===== config.mk =====
export PLATFORM = sky130hd
export DESIGN_NAME = flag_bank
export DESIGN_NICKNAME = d
export VERILOG_FILES = /design/src/rtl/flag_pkg.sv /design/src/rtl/sw_sync_edge.sv /design/src/rtl/flag_bank.sv
export SDC_FILE = /design/constraint.sdc
export NUM_CORES = 1
export LEC_CHECK = 0
export BUFFER_PORTS_ARGS = -buffer_cell sky130_fd_sc_hd__buf_4
export CORE_MARGIN = 5
export CORE_UTILIZATION = 51
export DETAILED_ROUTE_END_ITERATION = 7
export PLACE_DENSITY = 0.77
export SLEW_MARGIN = 20
export SYNTH_ARGS = -nofsm -noshare
export SYNTH_HDL_FRONTEND = slang
export SYNTH_SLANG_ARGS = --single-unit

===== constraint.sdc =====
create_clock -name clk -period 3.6 [get_ports clk]
set_input_delay 0.72 -clock clk [delete_from_list [all_inputs] [get_ports clk]]
set_output_delay 0.72 -clock clk [all_outputs]
set_load 0.005 [all_outputs]

===== src/rtl/flag_pkg.sv =====
// Shared types and helpers for the per-cell flag bank of the minesweeper board.
package flag_pkg;

    typedef enum logic [1:0] {
        ST_IDLE   = 2'd0,
        ST_TOGGLE = 2'd1,
        ST_CLEAR  = 2'd2
    } flag_state_e;

    localparam logic [9:0] DEFAULT_FLAG_PATTERN = 10'b1111111011;

    // Linear cell index, row-major: y*cols + x.
    function automatic logic [7:0] idx(input logic [3:0] x, input logic [3:0] y, input int cols);
        return 8'(int'(y) * cols + int'(x));
    endfunction

endpackage


===== src/rtl/sw_sync_edge.sv =====
// Synchronises an asynchronous switch bus, matches it against a fixed pattern
// and emits a single-cycle pulse each time the pattern is newly entered.
module sw_sync_edge #(
    parameter int           W       = 10,
    parameter logic [W-1:0] PATTERN = '1
) (
    input  logic         clk,
    input  logic         rst_n,
    input  logic [W-1:0] sw_i,
    output logic         trig_o
);

    logic [W-1:0] s1_q;
    logic [W-1:0] s2_q;
    logic         match;
    logic         match_q;

    always_ff @(posedge clk or negedge rst_n) begin
        if (!rst_n) begin
            s1_q    <= '0;
            s2_q    <= '0;
            match_q <= 1'b0;
        end else begin
            s1_q    <= sw_i;
            s2_q    <= s1_q;
            match_q <= match;
        end
    end

    assign match  = (s2_q == PATTERN);
    assign trig_o = match & ~match_q;

endmodule


===== src/rtl/flag_bank.sv =====
// One flag bit per board cell: switch-triggered toggle with mine-budget and
// revealed-cell refusal, a one-cell-per-cycle clear sweep, and a read port.
module flag_bank
    import flag_pkg::*;
#(
    parameter int                 COLS         = 8,
    parameter int                 ROWS         = 8,
    parameter int                 MAX_FLAGS    = 10,
    parameter int                 CMD_W        = 10,
    parameter logic [CMD_W-1:0]   FLAG_PATTERN = CMD_W'(DEFAULT_FLAG_PATTERN)
) (
    input  logic                  clk,
    input  logic                  reset,
    input  logic [3:0]            cursor_x,
    input  logic [3:0]            cursor_y,
    input  logic [CMD_W-1:0]      cmd_sw,
    input  logic                  clear_all,
    input  logic [COLS*ROWS-1:0]  reveal_mask,
    input  logic [3:0]            rd_x,
    input  logic [3:0]            rd_y,
    output logic                  rd_flag,
    output logic [COLS*ROWS-1:0]  flag_mask,
    output logic [4:0]            flag_count,
    output logic [3:0]            last_x,
    output logic [3:0]            last_y,
    output logic                  busy,
    output logic                  err_full,
    output logic                  err_revealed,
    output logic                  err_range
);

    localparam int                N        = COLS * ROWS;
    localparam int                IDX_W    = (N > 1) ? $clog2(N) : 1;
    localparam logic [N-1:0]      ONE      = N'(1);
    localparam logic [4:0]        MAX_CNT  = 5'(MAX_FLAGS);
    localparam logic [4:0]        COLS_L   = 5'(COLS);
    localparam logic [4:0]        ROWS_L   = 5'(ROWS);
    localparam logic [IDX_W-1:0]  LAST_IDX = IDX_W'(N - 1);

    flag_state_e      state_q, state_d;
    logic [N-1:0]     flag_q, flag_d;
    logic [4:0]       count_q, count_d;
    logic [3:0]       last_x_q, last_x_d;
    logic [3:0]       last_y_q, last_y_d;
    logic [3:0]       cx_q, cx_d;
    logic [3:0]       cy_q, cy_d;
    logic [IDX_W-1:0] idx_q, idx_d;
    logic             err_full_q, err_full_d;
    logic             err_rev_q, err_rev_d;
    logic             err_range_q, err_range_d;

    logic             trig;
    logic [N-1:0]     cur_bit;
    logic [N-1:0]     clr_bit;
    logic [N-1:0]     rd_bit;
    logic             cur_flag;
    logic             cur_rev;
    logic             clr_flag;
    logic             rd_in_range;

    // A trigger is a one-cycle pulse; it is acted on only in IDLE, so any
    // trigger that arrives while busy is high is simply lost.
    sw_sync_edge #(
        .W       (CMD_W),
        .PATTERN (FLAG_PATTERN)
    ) u_sync (
        .clk    (clk),
        .rst_n  (reset),
        .sw_i   (cmd_sw),
        .trig_o (trig)
    );

    // Shift-based bit selection: an index past the board yields an all-zero mask.
    assign cur_bit  = ONE << idx(cx_q, cy_q, COLS);
    assign clr_bit  = ONE << idx_q;
    assign rd_bit   = ONE << idx(rd_x, rd_y, COLS);
    assign cur_flag = |(flag_q & cur_bit);
    assign cur_rev  = |(reveal_mask & cur_bit);
    assign clr_flag = |(flag_q & clr_bit);

    assign rd_in_range = ({1'b0, rd_x} < COLS_L) && ({1'b0, rd_y} < ROWS_L);
    assign rd_flag     = rd_in_range & |(flag_q & rd_bit);

    always_comb begin
        state_d     = state_q;
        flag_d      = flag_q;
        count_d     = count_q;
        last_x_d    = last_x_q;
        last_y_d    = last_y_q;
        cx_d        = cx_q;
        cy_d        = cy_q;
        idx_d       = idx_q;
        err_full_d  = 1'b0;
        err_rev_d   = 1'b0;
        err_range_d = 1'b0;
        case (state_q)
            ST_IDLE: begin
                if (clear_all) begin
                    state_d = ST_CLEAR;
                    idx_d   = '0;
                end else if (trig) begin
                    cx_d = cursor_x;
                    cy_d = cursor_y;
                    if (({1'b0, cursor_x} >= COLS_L) || ({1'b0, cursor_y} >= ROWS_L)) begin
                        err_range_d = 1'b1;
                    end else begin
                        state_d = ST_TOGGLE;
                    end
                end
            end
            ST_TOGGLE: begin
                state_d = ST_IDLE;
                if (cur_flag) begin
                    flag_d   = flag_q & ~cur_bit;
                    count_d  = (count_q != 5'd0) ? count_q - 5'd1 : count_q;
                    last_x_d = cx_q;
                    last_y_d = cy_q;
                end else if (cur_rev) begin
                    err_rev_d = 1'b1;
                end else if (count_q >= MAX_CNT) begin
                    err_full_d = 1'b1;
                end else begin
                    flag_d   = flag_q | cur_bit;
                    count_d  = count_q + 5'd1;
                    last_x_d = cx_q;
                    last_y_d = cy_q;
                end
            end
            ST_CLEAR: begin
                if (clr_flag) begin
                    flag_d  = flag_q & ~clr_bit;
                    count_d = (count_q != 5'd0) ? count_q - 5'd1 : count_q;
                end
                if (idx_q == LAST_IDX) begin
                    state_d = ST_IDLE;
                end else begin
                    idx_d = idx_q + 1'b1;
                end
            end
            default: begin
                state_d = ST_IDLE;
            end
        endcase
    end

    always_ff @(posedge clk or negedge reset) begin
        if (!reset) begin
            state_q     <= ST_IDLE;
            flag_q      <= '0;
            count_q     <= '0;
            last_x_q    <= '0;
            last_y_q    <= '0;
            cx_q        <= '0;
            cy_q        <= '0;
            idx_q       <= '0;
            err_full_q  <= 1'b0;
            err_rev_q   <= 1'b0;
            err_range_q <= 1'b0;
        end else begin
            state_q     <= state_d;
            flag_q      <= flag_d;
            count_q     <= count_d;
            last_x_q    <= last_x_d;
            last_y_q    <= last_y_d;
            cx_q        <= cx_d;
            cy_q        <= cy_d;
            idx_q       <= idx_d;
            err_full_q  <= err_full_d;
            err_rev_q   <= err_rev_d;
            err_range_q <= err_range_d;
        end
    end

    assign flag_mask    = flag_q;
    assign flag_count   = count_q;
    assign last_x       = last_x_q;
    assign last_y       = last_y_q;
    assign busy         = (state_q != ST_IDLE);
    assign err_full     = err_full_q;
    assign err_revealed = err_rev_q;
    assign err_range    = err_range_q;

endmodule


# Word-level counts from Yosys, hierarchy flattened
# Cells that the tools add are included.
[totals]
inputBits = 93
regBits = 117
output_inout_bits = 82
elab_cells = 106
[classes]
shift = 3
n_addsub = 5
n_lt_le_gt_ge = 5
mux = 36
reduce_logical = 16
n_eq_ne = 14
bitwise_logic = 13
[op_table]
columns = ["operator", "n"]
rows = [
  ["bitwise AND 64 bit", 6],
  ["two-way mux 64 bit", 4],
  ["OR reduction 64 bit", 4],
  ["inverter 64 bit", 2],
  ["one-hot mux 64 bit (2 select lines)", 1],
  ["left shift 1 x 8 -> 64 bit, first input constant", 2],
  ["OR 64 bit", 1],
  ["left shift 1 x 6 -> 64 bit, first input constant", 1],
  ["two-way mux 5 bit", 5],
  ["two-way mux 4 bit", 6],
  ["adder 7 x 4 -> 8 bit", 2],
  ["two-way mux 6 bit", 2],
  ["inequality test 2 bit, second input constant", 6],
  ["inequality test 3 bit, second input constant", 4],
  ["one-hot mux 6 bit (2 select lines)", 1],
  ["AND reduction 3 bit", 4],
  ["two-way mux 1 bit", 11],
  ["equality test 10 bit, second input constant", 1],
  ["one-hot mux 5 bit (2 select lines)", 1],
  ["greater-or-equal comparator 4 bit, second input constant", 2],
  ["less-than comparator 4 bit, second input constant", 2],
  ["two-way mux 2 bit", 4],
  ["adder 6 x 1 -> 6 bit, second input constant", 1],
  ["equality test 6 bit, second input constant", 1],
  ["other kinds (14)", 18],
]

# Longest topological paths before layout
[depth]
depth_word = 7
depth_mapped = 13
mapped_depth_nobuf = 11

# By module
# From an unflattened synthesis, not the netlist that was laid out.
[unflattened]
hier_cells = 969
area_unflattened_um2 = 8541.9
[by_module_without_submodules]
columns = ["module", "cells_each", "area_per_inst_um2", "n_inst"]
rows = [
  ["flag_bank", 943, 7972.6, 1],
  ["sw_sync_edge", 26, 569.3, 1],
]

# Worst setup path before layout
# Ideal clock, no wire load.
[synth_timing]
path_type = "input port to output port"
start = "in rd_x[3]"
end = "out rd_flag"
path_buffers = 0
path_slack_ns = -0.057
t_required_ns = 2.880
cell_stages = 11
t_arrival_ns = 2.937
path_cell_list = "ha_1 > ha_1 > nand3_1 > nand2_1 > nor3_1 > a22oi_1 > and3_1 > mux4_2 > o211ai_1 > o21ai_0 > nor4_1"
[synth_via]
elab_chain_cells = 5
[synth_lines]
columns = ["item", "line", "text"]
rows = [
  ["start, declared", "flag_bank.sv:19", "input logic [3:0] rd_x,"],
  ["adder 7 x 4 -> 8 bit", "flag_pkg.sv:14", "return 8'(int'(y) * cols + int'(x));"],
  ["left shift 1 x 8 -> 64 bit", "flag_bank.sv:76", "assign rd_bit = ONE << idx(rd_x, rd_y, COLS);"],
  ["bitwise AND 64 bit", "flag_bank.sv:82", "assign rd_flag = rd_in_range & |(flag_q & rd_bit);"],
  ["OR reduction 64 bit", "flag_bank.sv:82", ""],
  ["bitwise AND 1 bit (*)", "flag_bank.sv:82", ""],
  ["end, declared", "flag_bank.sv:21", "output logic rd_flag,"],
]
# Mark *: on every way between the ends. The rest lies on a longest branch, timed or not.

==> reports/summary.txt <==
Critical path's slowest cell -> dfrtp_1
Root buffer cell -> clkbuf_16
P_int -> 3.00 mW
CP Max Fanout -> 32
DR WL/cell -> 28.2 um
CTS Buffer Depth -> 2
# port buffers -> 174
Sw Ratio -> 0.393
Via-per-instance ratio -> 7.13
Area of the core -> 15900 sq um
Cells after Synth -> 953
Max Cap Viol -> 0
Status -> finished, violations left
Hpwl dp -> 28.4 mm
First-pass GRT wire length -> 56.4 mm
Top-count cell post-synth -> dfrtp_1
Failing checks -> setup timing
Post-synth ARST share -> 1.00
Clk_skew -> 0.0113 ns
Psw -> 1.94 mW
Final Instance Area -> 11100 sq um
Launch point of the worst reg-to-reg path -> cx_q[3]$_DFFE_PN0P_
Num CTS Buffers -> 17
Worst reg-to-reg setup slack -> -0.04 ns
Vias in the first global route -> 9242
Setup Crit Path Kind -> reg -> reg
Yosys reg bits -> 117
Final worst setup slack -> -0.0351 ns
DR DRC count -> 0
Max transition margin -> 0.386
Clock power share -> 0.337
Gpl congestion -> 1.08
Placed insts -> 1357
Worst skew pair latency -> 0.43 ns
Top FF cell, synth -> dfrtp_1
I/O pin cnt -> 175
Flop pwr share -> 0.302
# setup viols final -> 6
Final min period -> 3.64 ns
Cells along the critical path -> ha_1 > buf_12 > buf_4 > nand4bb_1 > o22ai_1 > a2111oi_2 > o21ai_1 > a221oi_1 > buf_4 > and3_1 > and3_4 > nand2_2 > o21ai_0
TritonCTS clock tree -> yes
Core Util, Final -> 0.695
Post-synth top cells -> 117 x dfrtp_1, 114 x o21ai_0, 86 x a22oi_1
DR iter-0 viols -> 1829
Peak Freq -> 0.275 GHz
Initial antenna violation count -> 0
Num rows -> 46
Peak per-stage delay on the critical path -> 0.39 ns
CP endpoint kind -> flip-flop
Worst-path clk slew -> 0.07 ns
Antenna-violating nets left -> 0
Die area -> 19000 sq um
Die width -> 138 um
Initial Util -> 0.521
Setup TNS -> -0.0809 ns
Top-area cell type share of the netlist area -> 0.352
Synthesized cell area -> 8310 sq um
Worst Path Arrival -> 3.97 ns
Combinational share of power -> 0.360
Share of cells above drive strength 1 -> 0.309
First-pass DRT Iterations -> 7
Worst Setup SP -> cx_q[3]$_DFFE_PN0P_
Hold Vio Cnt, Final -> 0
Max IR drop VDD -> 0.687 mV
Yosys top cell by area -> dfrtp_1
Storage element area -> 2930 sq um
Leading post-synthesis cells by cell area -> dfrtp_1 35%, a22oi_1 7.8%, o21ai_0 6.9%
Total gr overflow -> 0
Sequential area share after synthesis -> 0.352
Syn-to-layout area delta -> 33.3%
Ys Warns -> 0
Net Count, Synth -> 1059
Drt total wl -> 39.3 mm
Leak -> 4.67 nW
PD cells -> 446 nW/um^2
Largest net degree at the start of global routing -> 65
Number of diodes -> 0
CP most frequent cell -> buf_4
RSZ-0062 raised after global routing -> true
Slew @ Worst Pin -> 0.918 ns
Fin crit share -> 1.01
CTS sink count -> 117
Avg Cell Area, Syn -> 8.72 sq um
Worst EP required -> 3.94 ns
GR Util All Layers -> 0.402
CP startpoint kind -> flip-flop
Cell Area, Placed -> 10300 sq um
Post-synth EDFFs -> 0
Nets -> 1268
Filler cell count -> 1285
Htree depth -> 4
Multi-input logic area -> 5120 sq um
Slew Viols, Final -> 0
Routed via count -> 9904
Count of cell types in the netlist -> 83
DIE HEIGHT -> 138 um
HP Class -> in -> async
R2R depth -> 13
Layout Cells excl Fill -> 1390
-- repair_timing --
| action | in CTS | in global routing |
|---|---|---|
| cloned | 0 | 1 |
| pin swaps | 8 | 6 |
| resized for setup | 13 | 22 |
| setup buffers | 0 | 1 |
| setup endpoints to repair | 1 | 71 |
| hold buffers | 0 | 0 |
-- cells in the final DEF, fill, tap and decap left out, drive strengths merged, types with 5 or more instances in the layout --
| cell | synthesis | layout |
|---|---|---|
| buf | 41 | 268 |
| o21ai | 159 | 159 |
| dfrtp | 117 | 117 |
| a22oi | 86 | 86 |
| nand2 | 61 | 61 |
| nor2 | 48 | 48 |
| mux2i | 35 | 35 |
| nand3 | 28 | 28 |
| mux2 | 23 | 23 |
| nor2b | 20 | 20 |
| inv | 16 | 20 |
| clkbuf | 38 | 19 |
| a21oi | 19 | 19 |
| a22o | 16 | 16 |
| and3 | 15 | 15 |
| and2 | 13 | 13 |
| ha | 13 | 13 |
| nor3 | 13 | 13 |
| nand3b | 10 | 10 |
| o22ai | 10 | 10 |
| a221oi | 10 | 10 |
| and3b | 9 | 9 |
| a32oi | 9 | 9 |
| nor4 | 9 | 9 |
| a222oi | 9 | 9 |
| a31oi | 8 | 8 |
| nand2b | 8 | 8 |
| nand4 | 7 | 7 |
| a32o | 7 | 7 |
| nor3b | 7 | 7 |
| nand4b | 6 | 6 |
| o211ai | 6 | 6 |
| o31ai | 6 | 6 |
| or3b | 6 | 6 |
| a211oi | 5 | 5 |
| a21boi | 5 | 5 |
| clkinv | 0 | 5 |
-- power by group through the flow --
| stage | combinational, mW | sequential, mW | clock (mW) |
|---|---|---|---|
| after floorplan | 0.969 | 1.47 | 0 |
| after global placement | 1.55 | 1.51 | 0 |
| after detailed placement | 1.57 | 1.51 | 0 |
| after CTS | 1.60 | 1.49 | 1.67 |
| final | 1.78 | 1.49 | 1.67 |
| after global routing | 1.86 | 1.50 | 1.74 |
-- worst max-delay path, delay by kind of cell, from the launching register on --
family,cells,cell delay [ns]
AND/OR/NAND/NOR,4,0.95
flip-flops,1,0.39
adder cells (fa/ha/maj),1,0.33
AO/OA/AOI/OAI,5,1.32
buffers and inverters,3,0.53
-- layout make-up --
class	count	share of cell area
well taps	216	0.0244
repair buffers	269	0.193
inverters	16	0.00542
flip-flops and latches	117	0.264
clock inverters	13	0.0112
multi-input cells	741	0.462
clock buffers	18	0.0396
-- cells by family (layout without fill, tap and decap cells) --
| group | Yosys count | after routing | synth area share |
|---|---|---|---|
| flops | 117 | 117 | 0.352 |
| xor+xnor | 3 | 3 | 0.00316 |
| simple gates | 280 | 280 | 0.189 |
| fa+ha+maj | 13 | 13 | 0.0196 |
| mux | 59 | 59 | 0.0760 |
| compound gates | 386 | 386 | 0.310 |
| buf+inv | 95 | 316 | 0.0506 |
-- worst min path at each step --
stage,start,to,slack (ns),cells after the start
6_report,reset,last_x[1]$_DFFE_PN0P_,0.25,1
5_1_grt,reset,last_x[1]$_DFFE_PN0P_,0.27,1
4_1_cts,reset,last_x[1]$_DFFE_PN0P_,0.27,1
3_5_place_dp,u_sync.s1_q[3]$_DFF_PN0_,u_sync.s2_q[3]$_DFF_PN0_,0.33,0
3_3_place_gp,u_sync.s1_q[3]$_DFF_PN0_,u_sync.s2_q[3]$_DFF_PN0_,0.33,0
2_1_floorplan,u_sync.s1_q[0]$_DFF_PN0_,u_sync.s2_q[0]$_DFF_PN0_,0.33,0
-- stage by stage --
| step | total power [mW] | worst slack, ns | hold slack (ns) |
|---|---|---|---|
| after floorplan | 2.44 | 0.0558 | 0.331 |
| after global placement | 3.05 | -0.116 | 0.332 |
| after detailed placement | 3.08 | -0.149 | 0.335 |
| after CTS | 4.75 | -0.0728 | 0.266 |
| after global routing | 5.10 | -0.176 | 0.271 |
| final | 4.94 | -0.0351 | 0.250 |
-- routing by layer --
layer | up-vias | global-route usage | routed length (um)
met3 | 191 | 0.130 | 6010
met4 | 0 | 0.205 | 2310
met5 | - | 0 | 0
met1 | 4685 | 0.544 | 14100
met2 | 913 | 0.575 | 16800
li1 | 4115 | - | -
(Power assumes the default switching activity.)
